$ cat config.mk
export PLATFORM = sky130hd
export DESIGN_NAME = tiny_nn_core_ctrl
export DESIGN_NICKNAME = d
export VERILOG_FILES = /design/src/rtl/tiny_nn_core_ctrl.sv
export SDC_FILE = /design/constraint.sdc
export NUM_CORES = 1
export LEC_CHECK = 0
export ABC_AREA = 1
export CORE_ASPECT_RATIO = 0.7
export CORE_MARGIN = 4
export CORE_UTILIZATION = 36
export DETAILED_ROUTE_END_ITERATION = 16
export MAX_ROUTING_LAYER = met4
export PLACE_DENSITY = 0.8
export SLEW_MARGIN = 15
export SYNTH_ARGS = -nofsm -noshare
export SYNTH_HDL_FRONTEND = slang
export SYNTH_SLANG_ARGS = --single-unit
$ cat constraint.sdc
create_clock -name clk_i -period 3.3 [get_ports clk_i]
set_input_delay 0.495 -clock clk_i [delete_from_list [all_inputs] [get_ports clk_i]]
set_output_delay 0.495 -clock clk_i [all_outputs]
set_load 0.005 [all_outputs]
$ cat src/rtl/tiny_nn_core_ctrl.sv
// Sequencer for one tiny_nn_core: loads 8 (param, value) pairs per chunk, runs the
// multiply/adder-tree/accumulate schedule, chains chunks via loopback, returns one result.
module tiny_nn_core_ctrl #(
   parameter int ChunkCntW      = 8,
   parameter int ValArrayWidth  = 4,
   parameter int ValArrayHeight = 2
) (
   input  logic                 clk_i,
   input  logic                 rst_i,
   input  logic                 cmd_valid_i,
   output logic                 cmd_ready_o,
   input  logic [ChunkCntW-1:0] cmd_chunks_i,
   input  logic                 cmd_relu_i,
   input  logic                 param_valid_i,
   output logic                 param_ready_o,
   input  logic [15:0]          param_data_i,
   input  logic                 val_valid_i,
   output logic                 val_ready_o,
   input  logic [15:0]          val_data_i,
   output logic                 res_valid_o,
   input  logic                 res_ready_i,
   output logic [15:0]          res_data_o,
   output logic [15:0]          core_val_o,
   output logic [15:0]          core_param_o,
   output logic [1:0]           core_val_shift_o,
   output logic [7:0]           core_param_write_o,
   output logic                 core_mul_row_sel_o,
   output logic                 core_mul_en_o,
   output logic                 core_acc_loopback_o,
   output logic                 core_acc_relu_o,
   output logic [1:0]           core_acc_en_o,
   output logic [15:0]          core_l1_direct_din_o,
   output logic [1:0]           core_l1_direct_en_o,
   input  logic [15:0]          core_acc_i
);

   if (ValArrayWidth != 4 || ValArrayHeight != 2) begin : g_bad_geometry
      $error("tiny_nn_core_ctrl supports only a 4x2 value array");
   end

   typedef enum logic [2:0] {
      S_IDLE, S_LOAD, S_E0, S_E1, S_E2, S_E3, S_E4, S_RESP
   } state_e;

   state_e               state;
   logic [ChunkCntW-1:0] chunks_q;
   logic [ChunkCntW-1:0] chunk_idx;
   logic                 relu_q;
   logic [3:0]           pcnt;
   logic [3:0]           vcnt;
   logic                 p_beat;
   logic                 v_beat;
   logic [3:0]           pcnt_nx;
   logic [3:0]           vcnt_nx;
   logic                 first_chunk;
   logic                 last_chunk;

   assign p_beat      = (state == S_LOAD) && !pcnt[3] && param_valid_i;
   assign v_beat      = (state == S_LOAD) && !vcnt[3] && val_valid_i;
   assign pcnt_nx     = pcnt + {3'b000, p_beat};
   assign vcnt_nx     = vcnt + {3'b000, v_beat};
   assign first_chunk = (chunk_idx == '0);
   assign last_chunk  = (chunk_idx == chunks_q);

   // Outputs decode from registered state; the operand beat strobes must follow the
   // same-cycle handshake, and everything is forced low while rst_i is held.
   always_comb begin
      cmd_ready_o          = 1'b0;
      param_ready_o        = 1'b0;
      val_ready_o          = 1'b0;
      res_valid_o          = 1'b0;
      res_data_o           = '0;
      core_val_o           = '0;
      core_param_o         = '0;
      core_val_shift_o     = '0;
      core_param_write_o   = '0;
      core_mul_row_sel_o   = 1'b0;
      core_mul_en_o        = 1'b0;
      core_acc_loopback_o  = 1'b0;
      core_acc_relu_o      = 1'b0;
      core_acc_en_o        = '0;
      core_l1_direct_din_o = '0;
      core_l1_direct_en_o  = '0;
      if (!rst_i) begin
         core_val_o   = val_data_i;
         core_param_o = param_data_i;
         res_data_o   = core_acc_i;
         case (state)
            S_IDLE: cmd_ready_o = 1'b1;
            S_LOAD: begin
               param_ready_o = !pcnt[3];
               val_ready_o   = !vcnt[3];
               // Param k lands in column k%4, row k/4 of the core's column-major write map.
               if (p_beat) core_param_write_o[{pcnt[1:0], pcnt[2]}] = 1'b1;
               if (v_beat) core_val_shift_o[vcnt[2]] = 1'b1;
            end
            S_E0: begin
               core_mul_row_sel_o = 1'b1;
               core_mul_en_o      = 1'b1;
            end
            S_E1: begin
               core_mul_en_o = 1'b1;
               core_acc_en_o = 2'b01;
            end
            S_E2: begin
               core_mul_row_sel_o = first_chunk;
               core_acc_en_o      = 2'b01;
            end
            S_E3: begin
               core_acc_en_o       = first_chunk ? 2'b01 : 2'b11;
               core_acc_loopback_o = !first_chunk;
            end
            S_E4: begin
               core_acc_en_o       = 2'b10;
               core_acc_loopback_o = !first_chunk;
               core_acc_relu_o     = relu_q && last_chunk;
            end
            S_RESP: res_valid_o = 1'b1;
            default: ;
         endcase
      end
   end

   always_ff @(posedge clk_i) begin
      if (rst_i) begin
         state     <= S_IDLE;
         chunks_q  <= '0;
         chunk_idx <= '0;
         relu_q    <= 1'b0;
         pcnt      <= '0;
         vcnt      <= '0;
      end else begin
         case (state)
            S_IDLE: if (cmd_valid_i) begin
               chunks_q  <= cmd_chunks_i;
               relu_q    <= cmd_relu_i;
               chunk_idx <= '0;
               state     <= S_LOAD;
            end
            S_LOAD: begin
               if (pcnt_nx == 4'd8 && vcnt_nx == 4'd8) begin
                  pcnt  <= '0;
                  vcnt  <= '0;
                  state <= S_E0;
               end else begin
                  pcnt <= pcnt_nx;
                  vcnt <= vcnt_nx;
               end
            end
            S_E0: state <= S_E1;
            S_E1: state <= S_E2;
            S_E2: state <= S_E3;
            S_E3: state <= S_E4;
            S_E4: begin
               if (last_chunk) begin
                  state <= S_RESP;
               end else begin
                  chunk_idx <= chunk_idx + 1'b1;
                  state     <= S_LOAD;
               end
            end
            S_RESP: if (res_ready_i) state <= S_IDLE;
            default: state <= S_IDLE;
         endcase
      end
   end

endmodule

## Word level (Yosys, flattened, before mapping)

Cells that the tools add are included.

| word-level totals | value |
|---|---|
| bits in registers | 28 |
| logic and storage cells | 89 |
| bits of input ports | 63 |
| output and inout port bits | 86 |

| operators by class | value |
|---|---|
| equal/unequal tests | 14 |
| reductions and logical operators | 20 |
| add/subtract/negate cells | 3 |
| magnitude comparators | 4 |
| muxes and demuxes | 42 |

Operator list:

| operator | number |
|---|---|
| $mux 16 | 3 |
| $mux 8 | 5 |
| $pmux 3 s8 | 1 |
| $mux 1 | 17 |
| $pmux 8 s2 | 1 |
| $eq 3x3->1 const B | 4 |
| $mux 3 | 4 |
| $mux 2 | 5 |
| $add 4x1->4 | 2 |
| $add 8x1->8 const B | 1 |
| $eq 4x4->1 const B | 2 |
| $eq 8x8->1 | 1 |
| $logic_and 1x1->1 | 8 |
| $logic_not 8->1 | 1 |
| $mux 4 | 2 |
| $eq 3x2->1 const B | 2 |
| $ne 2x2->1 const B | 3 |
| $pmux 2 s3 | 1 |
| $reduce_and 3->1 | 2 |
| $reduce_or 2->1 | 3 |
| $lt 3x4->1 const B | 1 |
| $demux 1 s3 | 1 |
| $eq 3x1->1 const B | 1 |
| $ge 3x1->1 const B | 1 |
| 9 further kinds | 11 |

## Depth between registers and ports, before layout

Gate-level depths: netlist of the first run.

| depth | value |
|---|---|
| word-level depth | 8 |
| gate-level depth with buffers | 18 |
| gate-level depth less buffers | 18 |

## Worst setup path before layout of the first run

Ideal clock, no wire load.

| path | value |
|---|---|
| kind | register to register |
| start point | register state[0] |
| end point | register state[1] |
| cell stages (with the launch flop) | 15 |
| library setup time | 0.113 ns |
| data required time | 3.187 ns |
| clock period less this slack | 2.321 ns |
| arrival | 2.209 ns |
| setup slack | 0.979 ns |
| path buffers | 1 |
| path through | dfxtp_1 -> inv_1 -> nor2_1 -> nand2_1 -> buf_2 -> nor3b_1 -> ha_1 -> ha_1 -> or2_2 -> nor2_1 -> nand3_1 -> nand2_1 -> nand2_1 -> nor2_1 -> nor2_1 |

| on the way | value |
|---|---|
| longest elaborated chain between the ends | 8 |
| elaborated cells on any way between the ends | 22 |
| classes of those cells | add/sub: 2; eq/ne: 12; mux: 1; reduce/logical: 7 |

RTL lines:

| item | RTL line | source |
|---|---|---|
| start: declaration | 45 | `state_e state;` |
| start signal: assignment | 126 | `state <= S_IDLE;` |
| start signal: assignment | 138 | `state <= S_LOAD;` |
| start signal: assignment | 144 | `state <= S_E0;` |
| $eq 3x1->1 | 58, 59, 133 |  |
| $logic_and 1x1->1 (on tied branches) (2 in a row) | 58, 59 |  |
| $add 4x1->4 (on tied branches) | 60, 61 |  |
| $eq 4x4->1 | 141 | `if (pcnt_nx == 4'd8 && vcnt_nx == 4'd8) begin` |
| $logic_and 1x1->1 | 141 |  |
| $ne 2x1->1 (no source line) | -- |  |
| $reduce_and 3->1 (no source line) | -- |  |

Several ways; a longest one is shown, not always the timed one.
A chain may end at the register's enable or synchronous reset.

## Worst setup path after layout of the first run

| path | value |
|---|---|
| start point | register chunk_idx[0] |
| end point | output core_mul_row_sel_o |

| on the way | value |
|---|---|
| longest elaborated chain between the ends | 3 |

RTL lines:

| item | RTL line | source |
|---|---|---|
| start: declaration | 47 | `logic [ChunkCntW-1:0] chunk_idx;` |
| start signal: assignment | 158 | `chunk_idx <= chunk_idx + 1'b1;` |
| $logic_not 8->1 | 62 | `assign first_chunk = (chunk_idx == '0);` |
| $pmux 1 s2 | 88 | `case (state)` |
| $mux 1 | 84 | `if (!rst_i) begin` |
| end: declaration | 27 | `output logic core_mul_row_sel_o,` |

No other way between the ends.

==> summary.md, run 1 <==
| Metric | Value |
|---|---|
| Status | complete, no violations |
| Seq cells post-synth | 28 |
| Mapped cell area | roughly 2200 um2 |
| Seq/Total Area, Yosys | 25.0% |
| Setup TNS | 0 ps |
| Synth top area share | roughly 25% |
| Clock slew at reported path FFs | roughly 90 ps |
| Drt total wl | 6.95 mm |
| Fin crit period | between 2000 and 3000 ps |
| CTS resizes | 0 |
| CP max stage delay | 530 ps |
| Cell count after synthesis | ~380 |
| F_max | 0.366 GHz |
| Mux contribution to synthesized area | 0% |
| Clk_lat worst skew | 280 ps |
| Post-synthesis compound-gate area fraction | between 10% and 20% |
| Clock buffer depth | 2 |
| Ant diodes | 0 |
| Nets | roughly 570 |
| Yosys Warn Count | 0 |
| Cts hold-fix bufs | 0 |
| Max_slew headroom | 65.6% |
| Cell Pwr Density | 368 nW/um2 |
| Antenna-violating nets left | 0 |
| Hold Path Class | flop to flop |
| Worst setup path class | flop to output port |
| Clk sink count | 28 |
| Synthesized area per cell | 5.91 um2 |
| Clk_skew | 3.30 ps |
| CP required | 2800 ps |
| Die H | ~74 um |
| CP Cell Sequence | inv_1 -> ha_1 -> nand4_1 -> nor4_1 -> nand3_1 -> a21oi_1 -> clkdlybuf4s50_1 |
| Netlist cell types | 31 |
| RSZ-0062 raised after global routing | false |
| Max-slew violations | 0 |
| Root buf cell | clkbuf_8 |
| First-pass DRT Iterations | 4 |
| First-pass GRT wire length | 10.7 mm |
| Drt drc | 0 |
| CP Max Fanout | 6 |
| Vias per cell | 4.53 |
| H-tree lvl count | 1 |
| Simple-Gate Fraction of Synth Area | ~35% |
| Routability Congestion | 0.962 |
| Worst slew pin tran | roughly 520 ps |
| Rows | 23 |
| Initial antenna violation count | 0 |
| Inserted Clock Buffers | 3 |
| Post-synthesis adder-cell area fraction | 3.35% |
| Post-synth top flop | dfxtp_1 |
| Async set-or-reset flop fraction in the synthesized netlist | 0% |
| Overflow left after global routing | 0 |
| Post-Synth XOR/XNOR Area | 3.52% |
| Pleak | 1.64 nW |
| Setup-failing EPs final | 0 |
| Final Cycle Share | 82.7% |
| Vias in the first global route | roughly 2400 |
| Total track usage | 17.9% |
| Synth cell count leaders | 81 x inv_1, 68 x nor2_1, 52 x nand2_1 |
| Buffers & Inverters on Critical Path | 2 |
| Slowest CP cell | clkdlybuf4s50_1 |
| Total chip power | 1.32 mW |
| Io pins | 149 |
| Critical Path AT | 2230 ps |
| Die area | 7570 um2 |
| Initial Util | 38.2% |
| Die X | 102 um |
| Vias | 2619 |
| DR WL/cell | 12.0 um |
| Pin count of the biggest net entering global routing | 35 |
| Count leader, synth | inv_1 |
| Port bufs | 130 |
| Core region area | 5870 um2 |
| Area Growth Syn to Fin | 60.2% |
| Setup crit start kind | flop |
| Area leader, netlist | dfxtp_1 |
| Dpl hpwl | 5.65 mm |
| CP top delay family | buffers and inverters |
| DRC violation total after the first TritonRoute iteration | about 120 |
| Post-CTS Setup Repair Bufs | 0 |
| Top post-synthesis cells by area | dfxtp_1 25%, inv_1 14%, nor2_1 11% |
| Largest family of logic cells by synthesized area | simple AND/OR/NAND/NOR gates |
| Final Hold Fails | 0 |
| Number of synthesized flops with an enable pin | 0 |
| Fraction of layout cells with a size suffix above 1 | 4.97% |
| CTS tree | done |
| Maximum VDD drop | between 0.0002 and 0.00025 V |
| Worst Setup End Kind | output port |
| Total of max-cap violations | 0 |
[layer usage]
| metal | share of wire (%) | wire length (um) | GRT usage (%) |
|---|---|---|---|
| met1 | 44 | 3070 | 22.3 |
| met2 | 46 | 3170 | 28.3 |
| met3 | 8.5 | 589 | 5.44 |
| met4 | 1.7 | 116 | 4.66 |
| met5 | 0 | 0 | - |
[worst register-to-register path, delay by kind of cell (launching register included)]
kind | cells | cell delay, ps
and+or+nand+nor | 10 | 1220
DFF | 1 | 430
adders and majority gates | 2 | 440
buffers and inverters | 4 | 530
[report_power, final]
part / internal (mW) / leakage (nW) / switching [mW]
Clock: 0.107 / 0.0288 / 0.109
Sequential: 0.399 / 0.229 / 0.0609
Combinational: 0.299 / 1.38 / 0.346
[registers in the layout, summed over array words and instances, names as in the netlist]
register / flops
vcnt: 4
relu_q: 1
pcnt: 4
chunk_idx: 8
state: 3
chunks_q: 8
[cell families (layout without fill, tap and decap cells)]
kind of cell	Yosys count	in the layout
and+or+nand+nor	176	176
buffers and inverters	115	222
AOI/OAI and AO/OA	44	44
DFF	28	28
xor gates and xnor gates	9	9
adders and majority gates	6	6
other	1	18
[stage by stage]
stage	cell area, um2	setup slack, ps	hold WS (ps)	cells	utilization, %
after global routing	3590	282	475	578	61.2
after floorplan	2300	979	431	396	-
after detailed placement	3540	617	450	574	60.2
after global placement	3540	688	439	574	60.2
after CTS	3590	569	464	578	61.2
final	3590	571	462	578	61.2
[final timing paths]
| check | cells after the start | from | slack, ps | end |
|---|---|---|---|---|
| max | 7 | chunk_idx[0]$_SDFFE_PP0P_ | 570 | core_mul_row_sel_o |
| min | 2 | relu_q$_SDFFE_PP0P_ | 460 | relu_q$_SDFFE_PP0P_ |
| max reg2reg | 16 | state[0]$_SDFFE_PP0P_ | 590 | state[1]$_SDFFE_PP0P_ |
| min reg2reg | 2 | relu_q$_SDFFE_PP0P_ | 460 | relu_q$_SDFFE_PP0P_ |
[cells in the final DEF (no fill, tap or decap)]
master             n
inv_1             81
clkbuf_8           4
conb_1            18
ha_1               6
nor4_1             1
o21ai_0           15
nand3_1           22
buf_4              4
buf_2              1
dfxtp_1           28
xor2_1             3
nand4_1            4
o21bai_1           1
nand2_1           52
nor2_2             3
nor2_1            68
nor3_2             1
a211oi_1           1
or3_1              1
nor3b_1            1
or2_2              2
a31oi_1            1
nand3_2            3
clkdlybuf4s50_1  129
nor3_1            14
nand2_4            2
nor3_4             1
inv_2              3
a21oi_1           26
nand2_2            1
xnor2_1            6
[cell type report]
type                    count  area, um2
fillers                   564       2280
repair buffers            134       1330
multi-input cells         253       1240
flip-flops and latches     28        561
inverters                  84        315
well taps                  75       93.8
clock buffers               4       55.1
(Power assumes the default switching activity.)
==> run 2: changes to the inputs <==
==> constraint.sdc (replaced) <==
create_clock -name clk_i -period 2.7 [get_ports clk_i]
set_input_delay 0.405 -clock clk_i [delete_from_list [all_inputs] [get_ports clk_i]]
set_output_delay 0.405 -clock clk_i [all_outputs]
set_load 0.005 [all_outputs]
==> run 2 against run 1 <==
Effect of this change: register-to-register slack got worse by 360 ps; via count grew 2.0%; global-route usage grew 0.53 points; sequential share of layout area shrank 0.50 points.
==> summary.md, run 2 (same netlist as run 1, synthesis figures left out) <==
| Metric | Value |
|---|---|
| Fraction of layout cells with a size suffix above 1 | 9.02% |
| Vias per cell | approximately 4.6 |
| Die X | 102 um |
| Max_slew headroom | 65.1% |
| Final Hold Fails | 0 |
| Port bufs | 130 |
| Status | complete, no violations |
| Area Growth Syn to Fin | 67.1% |
| First-pass DRT Iterations | 4 |
| Most frequent cells in the layout | 124 x clkdlybuf4s50_1, 81 x inv_1, 66 x nor2_1, 50 x nand2_1 |
| Overflow left after global routing | 0 |
| Worst slew pin tran | 524 ps |
| Core region area | 5870 um2 |
| DRC violation total after the first TritonRoute iteration | 140 |
| Dpl hpwl | 5.85 mm |
| Final design utilization | 63.8% |
| Worst setup path class | flop to output port |
| CP Max Fanout | 5 |
| Rows | 23 |
| Clk sink count | 28 |
| Net switching power | 0.678 mW |
| Initial Util | 38.2% |
| Hold Path Class | flop to flop |
| DR WL/cell | 12.7 um |
| Die area | 7570 um2 |
| Total chip power | ~1.8 mW |
| Fin crit period | about 2600 ps |
| Final Cycle Share | 96.4% |
| Clk_skew | 6.36 ps |
| Nets | 580 |
| Io pins | approximately 150 |
| Drt total wl | 7.41 mm |
| Clock buffer depth | 2 |
| DP Area | 3560 um2 |
| H-tree lvl count | 1 |
| CP required | approximately 2300 ps |
| Root buf cell | clkbuf_8 |
| Setup TNS | 0 ps |
| Total of max-cap violations | 0 |
| WL met1 | 3.16 mm |
| Setup crit start kind | flop |
| Routability Congestion | 0.899 |
| Clk_lat worst skew | ~280 ps |
| Antenna-violating nets left | 0 |
| Critical Path AT | 2200 ps |
| Vias | 2672 |
| CTS tree | done |
| First-pass GRT wire length | 11.0 mm |
| Inserted Clock Buffers | 3 |
| Gate power share | 48.4% |
| Max-slew violations | 0 |
| Pleak | 1.78 nW |
| Setup-failing EPs final | 0 |
| Total track usage | 18.4% |
| Biggest regs | chunk_idx x8, chunks_q x8 |
| Initial antenna violation count | 0 |
| Int Pwr | 1.09 mW |
| Met3 wire len | 565 um |
| Clock slew at reported path FFs | 100 ps |
| Post-Layout Inst Area | 3740 um2 |
| Ant diodes | 0 |
| F_max | slightly below 0.4 GHz |
| Hold depth | 2 |
| Die H | 74.0 um |
| Sw Share | 38.4% |
| Clock share of power | 19.0% |
| Vias in the first global route | 2414 |
| Top layer used by detailed routing | met4 |
| Met2 wire len | 3.62 mm |
| Commonest non-fill, non-tap cell in the layout | clkdlybuf4s50_1 |
| Worst Setup End Kind | output port |
| Cell Pwr Density | 472 nW/um2 |
| Pin count of the biggest net entering global routing | 28 |
| Reg power frac | 32.7% |
| Maximum VDD drop | slightly below 0.0003 V |
| Drt drc | 0 |
| Worst reg-to-reg path cell count | 15 |
| Hold Slack | 466 ps |
[run 2: cell types whose count changed in the layout (fill, tap and decap cells not counted), moves of 2 or more]
cell	previous run	this run
buf_4	4	11
clkdlybuf4s50_1	129	124
dfxtp_1	28	26
dlymetal6s2s_1	0	5
nand2_1	52	50
nand2_2	1	3
nand3_2	3	1
nand3_4	0	2
nor2_1	68	66
nor2_2	3	5
nor3_1	14	7
nor3_2	1	8
[run 2: layer usage]
layer | up-vias | GRT usage (%)
met1 | 1186 | 23.8
met4 | 0 | 3.06
met2 | 104 | 29.4
met5 | - | -
met3 | 4 | 4.97
li1 | 1378 | -
[run 2: metrics by stage]
stage | cells | worst slack [ps]
global placement | 577 | 192
finish | 585 | 96.2
floorplan | 396 | 379
global route | 585 | -54.2
detailed placement | 577 | 149
CTS | 581 | 17.0
[run 2: layout make-up]
class | count | area, um2
clock buffers | 3 | 41.3
clock inverters | 1 | 30.0
fillers | 525 | 2130
inverters | 84 | 315
multi-input cells | 253 | 1310
flip-flops and latches | 28 | 566
well taps | 75 | 93.8
repair buffers | 141 | 1390
[run 2: critical path, stage by stage (launching register included)]
cell	delay (ps)
dfxtp_1	360
inv_1	130
ha_1	170
nand4_1	120
nor4_2	180
buf_4	170
nand3_1	60
a21oi_1	190
clkdlybuf4s50_1	540
[run 2: timing repair]
item,in CTS,in global routing
hold buffers,0,0
resized for setup,1,21
buffers inserted,0,4
pin swaps,0,4
endpoints found under the setup margin,3,12
[run 2: power by group through the flow]
stage | registers [mW] | logic (mW) | clock network (mW)
global placement | 0.567 | 0.784 | 0
finish | 0.577 | 0.855 | 0.335
floorplan | 0.555 | 0.485 | 0
CTS | 0.566 | 0.806 | 0.343
global route | 0.589 | 0.949 | 0.360
detailed placement | 0.573 | 0.800 | 0
[run 2: worst paths after layout]
check	to	startpoint	slack, ps
min	chunks_q[7]$_SDFFE_PP0P_	chunks_q[7]$_SDFFE_PP0P_	470
max reg2reg	state[1]$_SDFFE_PP0P_	state[2]$_SDFFE_PP0P_	230
max	core_mul_row_sel_o	chunk_idx[1]$_SDFFE_PP0P_	100
min reg2reg	chunks_q[7]$_SDFFE_PP0P_	chunks_q[7]$_SDFFE_PP0P_	470
==> run 3: changes to the inputs <==
--- a/config.mk
+++ b/config.mk
@@ -7,7 +7,7 @@
 export LEC_CHECK = 0
 export ABC_AREA = 1
 export CORE_ASPECT_RATIO = 0.7
-export CORE_MARGIN = 4
+export CORE_MARGIN = 2
 export CORE_UTILIZATION = 36
 export DETAILED_ROUTE_END_ITERATION = 16
 export MAX_ROUTING_LAYER = met4
==> run 3 against run 2 <==
Effect of this change: sequential cell count stayed put; critical path depth unchanged; global-route usage is 0.62 points higher; final cell count did not move; worst setup slack got worse by 0.90 ps; clock skew fell by 0.81 ps; cell area is 2.0% lower; critical path type unchanged; largest power group unchanged.
==> summary.md, run 3 (same netlist as run 1, synthesis figures left out) <==
| Metric | Value |
|---|---|
| Status | complete, no violations |
| Met1 usage | 23.2% |
| Final Cycle Share | 96.5% |
| Ant diodes | 0 |
| Overflow left after global routing | 0 |
| Vias in the first global route | 2467 |
| Total of max-cap violations | 0 |
| Root buf cell | clkbuf_8 |
| Max_slew headroom | 65.4% |
| First-pass GRT wire length | 10.7 mm |
| Clk_lat worst skew | about 280 ps |
| DRC violation total after the first TritonRoute iteration | between 100 and 150 |
| Routability Congestion | 0.933 |
| CP required | 2300 ps |
| Io pins | 149 |
| Antenna-violating nets left | 0 |
| Max-slew violations | 0 |
| Biggest regs | chunk_idx x8, chunks_q x8 |
| Fin crit period | roughly 2600 ps |
| Placed instance count | 579 |
| Dpl hpwl | around 5.2 mm |
| Commonest non-fill, non-tap cell in the layout | clkdlybuf4s50_1 |
| CP Max Fanout | 8 |
| CTS tree | done |
| Die X | 98.3 um |
| Maximum VDD drop | 0.000360 V |
| Nets | 577 |
| Core region area | roughly 6000 um2 |
| Hold Path Class | flop to flop |
| Clock slew at reported path FFs | 100 ps |
| Inserted Clock Buffers | 3 |
| Final Hold Fails | 0 |
| Vias per cell | 4.48 |
| Worst setup path class | flop to output port |
| Die area | 6880 um2 |
| Grt met3 use | 4.80% |
| Pin count of the biggest net entering global routing | 33 |
| DR WL/cell | 11.2 um |
| Setup-failing EPs final | 0 |
| Pleak | 1.68 nW |
| Cts hold-fix bufs | 0 |
| Area Growth Syn to Fin | 63.7% |
| Drt drc | 0 |
| H-tree lvl count | 1 |
| Total chip power | ~1.7 mW |
| Total track usage | 19.0% |
| Worst Setup End Kind | output port |
| Initial Util | 36.6% |
| Setup crit start kind | flop |
| Port bufs | 130 |
| Initial antenna violation count | 0 |
| M2 GR Usage | 32.1% |
| Busiest grt layer | met2 |
| Die H | 70.0 um |
| Fraction of layout cells with a size suffix above 1 | approximately 7.1% |
| First-pass DRT Iterations | 4 |
| Vias | around 2600 |
| Clk sink count | 28 |
| F_max | 0.384 GHz |
| Clock buffer depth | 2 |
| Most frequent cells in the layout | 128 x clkdlybuf4s50_1, 81 x inv_1, 67 x nor2_1, 50 x nand2_1, 27 x dfxtp_1 |
| Final non-filler cell total | 585 |
| Worst slew pin tran | ~520 ps |
| Critical Path AT | ~2200 ps |
| Cell Pwr Density | 474 nW/um2 |
| RSZ-0062 raised after global routing | true |
| Drt total wl | 6.57 mm |
| R2R setup slack | 220 ps |
| Clk_skew | 5.55 ps |
| Rows | 24 |
-- run 3: cell count changes in the layout (fill, tap and decap cells not counted), sizes merged --
cell,before,now
dlymetal6s2s,5,1
buf,12,9
clkdlybuf4s50,124,128
-- run 3: what timing repair did --
item                                    CTS  global route
gates resized for setup                   3             5
hold endpoints to repair                  0             0
cloned                                    0             0
endpoints found under the setup margin    8             9
pin swaps                                 0             2
buffers inserted                          0             2
-- run 3: stage by stage --
step / hold WS (ps) / instance area [um2] / utilization, % / setup TNS, ps / worst slack (ps)
after global routing: 484 / 3670 / 59.9 / -136 / -42.0
after CTS: 458 / 3630 / 59.3 / 0 / 25.9
after detailed placement: 442 / 3550 / 58.0 / 0 / 107
after floorplan: 431 / 2300 / - / 0 / 379
final: 458 / 3670 / 59.9 / 0 / 95.3
after global placement: 440 / 3550 / 58.0 / 0 / 207
-- run 3: critical path, stage by stage, from the launching register on --
cell             delay, ps
dfxtp_2                390
inv_1                   70
nor2_2                 120
nand2_2                120
buf_4                  180
nor3_4                 180
nand3_2                160
nor3_2                 180
clkdlybuf4s50_1        530
-- run 3: layout make-up --
| class | instances | area, um2 |
|---|---|---|
| Tap cell | 78 | 97.6 |
| Timing Repair Buffer | 138 | 1360 |
| Multi-Input combinational cell | 253 | 1260 |
| Clock buffer | 3 | 41.3 |
| Inverter | 84 | 315 |
| Sequential cell | 28 | 562 |
| Fill cell | 571 | 2460 |
| Clock inverter | 1 | 30.0 |
-- run 3: worst paths after layout --
kind,from,endpoint,cells past startpoint
max,state[0]$_SDFFE_PP0P_,core_param_write_o[3],8
min,relu_q$_SDFFE_PP0P_,relu_q$_SDFFE_PP0P_,2
max reg2reg,state[2]$_SDFFE_PP0P_,state[1]$_SDFFE_PP0P_,15
min reg2reg,relu_q$_SDFFE_PP0P_,relu_q$_SDFFE_PP0P_,2
-- run 3: per-layer routing --
layer / vias up / part of all wire (%)
met5: - / 0
met4: 0 / 0.84
met3: 4 / 8.5
met2: 117 / 47
met1: 1130 / 43
li1: 1368 / -
-- run 3: report_power, final --
part | switching (mW) | internal (mW) | leakage [nW] | total [mW]
clock | 0.140 | 0.199 | 0.0357 | 0.339
combinational | 0.441 | 0.391 | 1.42 | 0.832
sequential | 0.0809 | 0.488 | 0.229 | 0.569
